===== src/rtl/base4_divider.sv =====
// Iterative radix-4 restoring unsigned divider: two quotient bits per cycle, WIDTH/2 steps.
// One division in flight; a start is accepted in IDLE or in the result cycle (DONE).
module base4_divider #(
  parameter int WIDTH = 32
) (
  input  logic             clk,
  input  logic             rstn,
  input  logic [WIDTH-1:0] dividend,
  input  logic [WIDTH-1:0] divisor,
  input  logic             input_valid,
  output logic [WIDTH-1:0] quotient,
  output logic [WIDTH-1:0] remainder,
  output logic             output_valid
);

  localparam int ITER = WIDTH / 2;
  localparam int CW   = (ITER > 1) ? $clog2(ITER) : 1;
  localparam logic [CW-1:0] LAST = CW'(ITER - 1);

  typedef enum logic [1:0] {
    IDLE = 2'd0,
    BUSY = 2'd1,
    DONE = 2'd2
  } state_t;

  state_t state, state_nxt;

  logic             accept;
  logic             step;
  logic             finish;

  logic [CW-1:0]    cnt;
  logic [WIDTH-1:0] work;   // dividend bits shift out the top, quotient digits shift in the bottom
  logic [WIDTH-1:0] dvsr;
  logic [WIDTH-1:0] pr;

  logic [WIDTH+1:0] pr_ext;
  logic [WIDTH+1:0] d1;
  logic [WIDTH+1:0] d2;
  logic [WIDTH+1:0] d3;
  logic [WIDTH+1:0] sub;
  logic [1:0]       digit;
  logic [WIDTH-1:0] pr_nxt;
  logic [WIDTH-1:0] work_nxt;

  // State register
  always_ff @(posedge clk or negedge rstn) begin
    if (!rstn) begin
      state <= IDLE;
    end else begin
      state <= state_nxt;
    end
  end

  // Next state and control strobes
  always_comb begin
    state_nxt = state;
    accept    = 1'b0;
    step      = 1'b0;
    finish    = 1'b0;
    case (state)
      IDLE: begin
        if (input_valid) begin
          accept    = 1'b1;
          state_nxt = BUSY;
        end
      end
      BUSY: begin
        step = 1'b1;
        if (cnt == LAST) begin
          finish    = 1'b1;
          state_nxt = DONE;
        end
      end
      DONE: begin
        if (input_valid) begin
          accept    = 1'b1;
          state_nxt = BUSY;
        end else begin
          state_nxt = IDLE;
        end
      end
      default: begin
        state_nxt = IDLE;
      end
    endcase
  end

  // One radix-4 restoring step. A zero divisor makes every multiple zero, so each
  // digit is 3 and the partial remainder just accumulates the dividend: this yields
  // q = all ones, r = dividend without any special casing.
  always_comb begin
    pr_ext = {pr, work[WIDTH-1:WIDTH-2]};
    d1     = {2'b00, dvsr};
    d2     = {1'b0, dvsr, 1'b0};
    d3     = d1 + d2;
    digit  = 2'd0;
    sub    = '0;
    if (pr_ext >= d3) begin
      digit = 2'd3;
      sub   = d3;
    end else if (pr_ext >= d2) begin
      digit = 2'd2;
      sub   = d2;
    end else if (pr_ext >= d1) begin
      digit = 2'd1;
      sub   = d1;
    end
    pr_nxt   = WIDTH'(pr_ext - sub);
    work_nxt = {work[WIDTH-3:0], digit};
  end

  // Working registers
  always_ff @(posedge clk or negedge rstn) begin
    if (!rstn) begin
      work <= '0;
      dvsr <= '0;
      pr   <= '0;
      cnt  <= '0;
    end else if (accept) begin
      work <= dividend;
      dvsr <= divisor;
      pr   <= '0;
      cnt  <= '0;
    end else if (step) begin
      work <= work_nxt;
      pr   <= pr_nxt;
      cnt  <= cnt + 1'b1;
    end
  end

  // Results are held until the next division completes
  always_ff @(posedge clk or negedge rstn) begin
    if (!rstn) begin
      quotient     <= '0;
      remainder    <= '0;
      output_valid <= 1'b0;
    end else begin
      output_valid <= finish;
      if (finish) begin
        quotient  <= work_nxt;
        remainder <= pr_nxt;
      end
    end
  end

endmodule


===== config.mk =====
export PLATFORM = sky130hd
export DESIGN_NAME = base4_divider
export DESIGN_NICKNAME = d
export VERILOG_FILES = /design/src/rtl/base4_divider.sv
export SDC_FILE = /design/constraint.sdc
export NUM_CORES = 1
export LEC_CHECK = 0
export ABC_AREA = 1
export BUFFER_PORTS_ARGS = -buffer_cell sky130_fd_sc_hd__buf_2
export CORE_UTILIZATION = 30
export CTS_BUF_LIST = sky130_fd_sc_hd__clkbuf_16
export CTS_CLUSTER_DIAMETER = 200
export DETAILED_ROUTE_END_ITERATION = 7
export PLACE_DENSITY_LB_ADDON = 0.2
export SLEW_MARGIN = 15
export SYNTH_ARGS = -nofsm -noshare
export SYNTH_HDL_FRONTEND = slang
export SYNTH_SLANG_ARGS = --single-unit

===== constraint.sdc =====
create_clock -name clk -period 7.9 [get_ports clk]
set_clock_uncertainty 0.15 [all_clocks]
set_input_delay 1.58 -clock clk [delete_from_list [all_inputs] [get_ports clk]]
set_output_delay 1.58 -clock clk [all_outputs]
set_load 0.1 [all_outputs]

* Word-level counts from Yosys, hierarchy flattened *
Cells that the tools add are included.

word-level totals
  bits in registers = 167
  bits in latches = 0
  RAM bits = 0
  memory bits (read-only) = 0
  input port bits = 67
  output and inout port bits = 65
  word-level logic and storage cells = 44
  memories = 0

cells by class
  add/subtract/negate cells = 3
  multipliers = 0
  divide/modulo/power cells = 0
  magnitude comparators = 3
  equality and inequality tests = 5
  shift-type cells = 0
  muxes and demuxes = 21
  bitwise logic cells = 0
  reduce and logical (&&, ||, !) cells = 4

operator list
  operator                                                         count
  32-bit 2-to-1 mux                                                7
  32-bit by 33-bit adder with 34-bit output                        1
  34-bit by 32-bit greater-or-equal comparator with 1-bit output   1
  34-bit by 33-bit greater-or-equal comparator with 1-bit output   1
  34-bit greater-or-equal comparator                               1
  32-bit subtractor                                                1
  2-bit 2-to-1 mux                                                 4
  4-bit 2-to-1 mux                                                 2
  1-bit 2-to-1 mux                                                 7
  2-bit case mux with 3 select lines                               1
  4-bit by 1-bit adder with 4-bit output, second input constant    1
  4-bit == test, second input constant                             1
  2-bit != test, second input constant                             2
  2-bit by 1-bit == test with 1-bit output, second input constant  1
  2-bit == test, second input constant                             1
  2-bit logical NOT                                                1
  2-bit AND reduction                                              1
  2-bit nonzero test                                               1
  2-bit OR reduction                                               1

* Depth between registers and ports, before layout *
Gate-level depths: netlist (run 1).

  word-level depth = 7
  mapped depth = 37
  gate-level depth less buffers = 35

* Worst setup path before layout (run 1) *
OpenSTA, ideal clock, no wires.

  kind = register -> register
  start point = register dvsr[1]
  end point = register pr[30]
  setup time = 0.134 ns
  data arrival time = 4.894 ns
  data required time = 7.616 ns
  setup slack = 2.722 ns
  stages on the path, launching flop included = 33
  path buffers = 0
  clock period less this slack = 5.178 ns
  path through = dfrtp_1 -> ha_1 -> fa_1 -> nand2_1 -> nand2_1 -> and2_1 -> nand4_1 -> nand3_1 -> a21o_1 -> a21oi_2 -> xor2_1 -> ha_1 -> a21oi_1 -> o21ai_0 -> nand2_1 -> nand2_1 -> nor2_1 -> nand3_1 -> nor2_2 -> o221ai_1 -> o21ai_0 -> inv_1 -> fa_1 -> o21ai_2 -> a21oi_4 -> o21ai_4 -> a21oi_2 -> o21ai_2 -> nand3_1 -> nand2_1 -> nand2_1 -> nand3_1 -> o21ai_0

between the ends
  cells in the longest elaborated chain, start to end = 7
  elaborated cells between the ends (all ways) = 10
  classes of those cells = 2 x add/sub; 3 x order compare; 5 x mux

RTL lines
  item                                                                                               RTL line  text
  start: declaration                                                                                 34        logic [WIDTH-1:0] dvsr;
  start signal: assignment                                                                           122       dvsr <= divisor;
  parallel branches: the longest is 3 deep, another holds 32-bit by 33-bit adder with 34-bit output  --
  32-bit 2-to-1 mux *                                                                                99        if (pr_ext >= d3) begin
  32-bit subtractor *                                                                                109       pr_nxt = WIDTH'(pr_ext - sub);
  32-bit 2-to-1 mux *                                                                                125       end else if (step) begin
  32-bit 2-to-1 mux *                                                                                120       end else if (accept) begin
  end signal: assignment                                                                             127       pr <= pr_nxt;
  end: declaration                                                                                   35        logic [WIDTH-1:0] pr;

Every way passes the cells marked *. The select of a mux whose other input is x is not followed.
A chain may end at the register's enable or synchronous reset.

* Final worst setup path (run 1) *
  start point = register dvsr[1]
  end point = register remainder[26]

between the ends
  cells in the longest elaborated chain, start to end = 5
  elaborated cells between the ends (all ways) = 8
  classes of those cells = 2 x add/sub; 3 x order compare; 3 x mux

RTL lines
  item                                                                                               RTL line  text
  parallel branches: the longest is 3 deep, another holds 32-bit by 33-bit adder with 34-bit output  --
  32-bit 2-to-1 mux *                                                                                99
  32-bit subtractor *                                                                                109
  end signal: assignment                                                                             142       remainder <= pr_nxt;
  end: declaration                                                                                   12        output logic [WIDTH-1:0] remainder,

Every way passes the cells marked *.

==> results of run 1 <==
## worst register-to-register path: cells and delay by family, from the launching register on
family,cells,cell delay (ns)
AO/OA/AOI/OAI,8,1.43
buffers and inverters,1,0.51
XOR/XNOR,1,0.32
AND/OR/NAND/NOR,16,2.41
adder cells (fa/ha/maj),4,1.35
flip-flops,1,0.43
## sequential cells by signal, indices dropped and copies added, names as in the netlist
signal and flops:
quotient 32, output_valid 1, work 32, cnt 4, dvsr 32, remainder 32
state 2, pr 32
## stage by stage
step | std cells | hold slack (ns)
floorplan | 1695 | 0.2835
global placement | 2326 | 0.3045
detailed placement | 2326 | 0.3123
CTS | 2358 | 0.3267
finish | 2358 | 0.3248
global route | 2358 | 0.3549
## cell usage in the layout (no fill, tap or decap), drive strengths merged, types with 2 or more instances in the layout
cell,count
nand2,470
a21boi,5
nand4,15
o21ai,167
o21a,7
clkinv,4
o211ai,6
nor4,2
nand3,70
a32o,5
nor3,14
nand3b,4
clkbuf,17
and2,2
clkinvlp,3
a31oi,9
a21oi,110
or2,11
inv,178
fa,2
xor2,24
dfrtp,167
o22ai,28
a22o,5
o221ai,32
ha,161
o21bai,5
nor2,112
buf,140
xnor2,21
a21o,16
o31ai,2
## cell type report
type | instances | area, um2
clock buffer | 17 | 425.4
clock inverter | 15 | 162.7
fill | 4530 | 27450
inverter | 171 | 641.9
multi-input combinational | 1309 | 7776
sequential | 167 | 4179
tap | 539 | 674.4
timing repair buffer | 140 | 729.5
## kinds of logic (layout without fill, tap and decap cells)
kind of cell	count (synthesis)	after routing	synth area share, %
flip-flops	167	167	32.65
buffers and inverters	219	343	6.589
adder cells (fa/ha/maj)	163	163	16.05
XOR/XNOR	45	45	3.079
AO/OA/AOI/OAI	399	399	19.04
AND/OR/NAND/NOR	702	702	22.58
## worst max-delay path by stage
stage / slack (ns) / depth (start not counted) / end
after floorplan: 2.72 / 32 / pr[30]
after global placement: 1.19 / 31 / remainder[29]
after detailed placement: 1.21 / 31 / remainder[29]
after CTS: 1.14 / 31 / remainder[29]
after global routing: 0.54 / 32 / remainder[29]
final: 1.16 / 30 / remainder[26]
## routing by layer
metal  GRT usage [%]  up-vias  share of wire [%]
met5               0        -                  0
met3           4.317       42                4.8
met4           6.491        0                1.9
met1           27.41     5568                 50
met2           30.53      207                 43
li1                -     5971                  -
==> impl_metrics.toml, run 1 <==
[outcome]
outcome = "complete, no violations"

[logic_synthesis]
synth_area_um2 = 12800
ys_warn_count = 0
ys_types = 51
dominantRegCellSynth = "dfrtp_1"
synth_seq_cells = 167
yosys-top-cells-count = "463 x nand2_1, 170 x inv_1, 167 x dfrtp_1, 161 x ha_1, 158 x o21ai_0"
synth-async-reset-ratio_pct = 100.0
synthCells = 1695
netlist_top_cells_area = "dfrtp_1 33%, ha_1 16%, nand2_1 14%"
synth_top_area_share_pct = 32.65
synth_edf_count = 0
syn_nets = 1925
seq_area_frac_synth_pct = 32.65
synth_top_area_cell = "dfrtp_1"
syn_area_per_cell_um2 = 7.551
yosysMostFrequentCell = "nand2_1"

[worst_hold_path]
hold_path.class = "reg -> reg"
min_to = "cnt[3]"
hold_start = "cnt[3]"
hold_depth = 1

[final_layout]
diodes = 0
drive_gt1_share_pct = 12.09
post-route-util_pct = 34.70
area.growth.synth_to_final_pct = 13.99
nets = 2036
fin_area_um2 = 14590

[die]
start_util_pct = 30.44
fp.dieArea_um2 = 43490
row_count = 75
fp.dieH_um = 208.5
io_pins = 132
core-area_um2 = 42040
fp.dieW_um = 208.5

[timing]
setup_violations = 0
timing.fmax_ghz = 0.1484
fin_setup_tns_ns = 0
relSlewSlack_pct = 34.98
drv_slew = 0
rsz0062_at_grt = "no"
min_period_ns = 6.740
fin_crit_sh_pct = 85.31
tightest_slew_ns = 0.9753
timing.final.ws_setup_ns = 1.160
finalHoldViolations = 0

[placed_design]
place_hpwl_um = 32430
portBuffers = 131
place_ws_ns = 1.211
placed_cell_area_um2 = 14000
routabilityCongestion = 0.8845

[critical_path]
worst-path-buf-inv = 1
critPathTopFamily = "simple AND/OR/NAND/NOR gates"
required_ns = 8.12
r2r_setup_slack_ns = 1.16
r2r-end = "remainder[26]"
crit_path_max_incr_delay_ns = 0.72
slowest_stage = "nand4_2"
rr_worst_depth = 30
r2r-start = "dvsr[1]"
end_kind = "flip-flop"
crit_path_frequent_cell = "nand2_1"
worstSetupStartpointType = "flip-flop"
crit_start = "dvsr[1]"
critPathKind = "reg -> reg"
arrival_ns = 6.96
path_max_fanout = 39

[drt]
num_vias = 11790
avgViaCountPerCell = 4.999
firstDrtPassIters = 6
wl_um = 41800
ant_nets = 0
drc = 0
wl_per_cell_um = 17.73
drtIter0Drc = 599

[clock_network]
cts_root_buf = "clkbuf_16"
cts.sinks = 167
cts_hold_buf = 0
htree_levels = 4
cts-buffers-inserted = 17
cts_resized = 0
cts_tree = "built"
clock_latency_ns = 0.49
clk_pin_slew_ns = 0.07
cts.path.max_buffers = 2
cts_setup_buffers = 0

[global_routing]
grtUsageTotal_pct = 19.82
grt_pass1_wl_um = 65920
grt_overflow = 0
grt_pass1_vias = 11830
grt_max_degree = 105
antenna_found_initial = 0

[flow_run]
maxCapViolations = 0
Power of run 1 is left out: the tool's default activity adds up to more than one toggle a clock period on the data nets, which glitch-free logic cannot reach.
==> run 2, diff against run 1 <==
Settings changed: ABC_AREA 1 to unset, GPL_ROUTABILITY_DRIVEN set to 0, TNS_END_PERCENT set to 50.
==> run 2 against run 1 <==
  * Area after synthesis down 4.3%
  * Worst setup slack worse by 0.76 ns
  * Cell area down 2.3%
  * Count of clock-buffer cells in the layout unchanged
  * Non-clock buffer count up 21
  * Via count down 7.6%
  * Synthesized cell count down 16%
  * Sequential share of layout area up 0.66 points
  * Maximum frequency down 10%
  * Worst hold slack worse by 0.00088 ns
  * Wire length down 8.6%
==> impl_metrics.toml, run 2 <==
[final_layout]
drive_gt1_share_pct = 15.57
fillers = 4237
nets = 1778
layout_common_cells = "339 x nand2_1, 167 x dfrtp_1, 160 x ha_1"
area.growth.synth_to_final_pct = 16.40
mostFrequentLayoutCell = "nand2_1"
fin_area_um2 = 14260

[critical_path]
crit_start = "dvsr[1]"
critPathTopFamily = "compound AO/OA/AOI/OAI gates"
end_kind = "flip-flop"
r2r-start = "dvsr[1]"
r2r-end = "remainder[24]"
worstSetupStartpointType = "flip-flop"
crit_cells = 30
arrival_ns = 7.69
crit_end = "remainder[24]"
path_max_fanout = 6
r2r_setup_slack_ns = 0.41
crit_path_max_incr_delay_ns = 0.45
rr_worst_depth = 30
worst-path-buf-inv = 0
required_ns = 8.10
critPathKind = "reg -> reg"
slowest_stage = "dfrtp_1"

[logic_synthesis]
dominantRegCellSynth = "dfrtp_1"
synth_top_area_cell = "dfrtp_1"
syn_area_per_cell_um2 = 8.584
ys_types = 71
synth_area_um2 = 12250
yosys-top-cells-count = "340 x nand2_1, 167 x dfrtp_1, 161 x ha_1, 105 x a21oi_1, 81 x o21ai_0"
synth_edf_count = 0
yosysMostFrequentCell = "nand2_1"
synth-async-reset-ratio_pct = 100.0
ys_warn_count = 0
netlist_top_cells_area = "dfrtp_1 34%, ha_1 16%, nand2_1 10%"
synthCells = 1427
synth_seq_cells = 167
seq_area_frac_synth_pct = 34.12
syn_nets = 1657
synth_top_area_share_pct = 34.12

[worst_hold_path]
hold_path.class = "reg -> reg"

[die]
core-area_um2 = 40010
io_pins = 132
fp.dieArea_um2 = 41640
fp.dieH_um = 204.1
fp.dieW_um = 204.1
start_util_pct = 30.62
row_count = 73

[drt]
avgViaCountPerCell = 5.218
routed-wl-met3_um = 1977
firstDrtPassIters = 6
num_vias = 10890
top_layer = "met5"
drc = 0
met1_length_um = 18610
wl_met2_um = 16940
wl_per_cell_um = 18.31
wl_um = 38220
ant_nets = 0
drtIter0Drc = 609

[global_routing]
grt_pass1_wl_um = 60900
antenna_found_initial = 2
grt_pass1_vias = 10840
grt_overflow = 0
grtUsageTotal_pct = 18.81
grt_max_degree = 101

[clock_network]
htree_levels = 4
cts-buffers-inserted = 17
cts.path.max_buffers = 2
cts_root_buf = "clkbuf_16"
clk_pin_slew_ns = 0.08
cts.sinks = 167
cts_tree = "built"
clock_latency_ns = 0.45

[placed_design]
portBuffers = 131
place_hpwl_um = 28460
placed_cell_area_um2 = 13540

[outcome]
outcome = "complete, no violations"

[timing]
drv_slew = 0
finalHoldViolations = 0
timing.fmax_ghz = 0.1334
min_period_ns = 7.495
relSlewSlack_pct = 21.22
rsz0062_at_grt = "yes"
tightest_slew_ns = 1.179
setup_violations = 0
fin_crit_sh_pct = 94.87

[flow_run]
maxCapViolations = 0
==> run 2: cell count changes in the layout (fill, tap and decap cells not counted), moves of 26 or more <==
| cell | previous run | this run |
|---|---|---|
| nand3_1 | 67 | 16 |
| o221ai_1 | 32 | 1 |
| o22ai_1 | 28 | 1 |
| o31ai_1 | 2 | 30 |
| nor2_1 | 108 | 51 |
| a22oi_1 | 0 | 31 |
| inv_1 | 168 | 52 |
| a22o_1 | 5 | 31 |
| nand2_1 | 463 | 339 |
| o21ai_0 | 158 | 76 |
==> run 2: area by class of cell <==
class                   instances  area [um2]  share of cell area (%)
repair buffers                161       899.6                   6.309
well taps                     525       656.9                   4.607
multi-input cells            1148        7735                   54.25
clock buffers                  17       425.4                   2.983
diodes                          1       2.502                 0.01755
inverters                      53       198.9                   1.395
clock inverters                15       161.4                   1.132
flip-flops and latches        167        4179                   29.31
==> run 2: metal layers <==
metal  global-route usage (%)  vias to the layer above
li1                         -                     5364
met1                    26.45                     5232
met2                    29.02                      260
met3                    3.779                       33
met4                    5.357                        2
met5                        0                        -
==> run 2: how the worst min path moves through the flow <==
stage	startpoint	to	slack (ns)	depth (start not counted)
after floorplan	cnt[3]	cnt[3]	0.30	1
after global placement	quotient[21]	quotient[21]	0.30	2
after detailed placement	quotient[19]	quotient[19]	0.31	2
after CTS	quotient[30]	quotient[30]	0.33	2
after global routing	quotient[11]	quotient[11]	0.34	2
final	quotient[30]	quotient[30]	0.32	2
==> run 2: repair_timing <==
action	4_1_cts	5_1_grt
pin swaps	1	10
hold buffers	0	0
resized for setup	0	20
setup endpoints to repair	1	25
buffers inserted	2	6
==> run 2: per-stage QoR <==
step | setup TNS [ns] | worst slack, ns | hold slack [ns] | util (%) | cells
finish | 0 | 0.4051 | 0.3239 | 35.64 | 2087
global route | -0.04383 | -0.02433 | 0.3431 | 35.64 | 2086
global placement | 0 | 0.1173 | 0.3047 | 33.85 | 2046
detailed placement | 0 | 0.01654 | 0.3066 | 33.85 | 2046
CTS | 0 | 0.08061 | 0.3250 | 35.35 | 2080
floorplan | 0 | 0.7376 | 0.3001 | - | 1427
==> run 2: logic make-up after synthesis <==
logic type | share of synthesized area, %
and+or+nand+nor | 17.33
AOI/OAI and AO/OA | 22.60
DFF | 34.12
adders and majority gates | 16.77
buffers and inverters | 3.514
xor gates and xnor gates | 4.198
muxes | 1.461
==> run 2: tightest hold or removal path: cells and delay by family, from the launching register on <==
family,cells,cell delay [ns]
DFF,1,0.34
and+or+nand+nor,2,0.11
Power of run 2 is left out for the same reason.
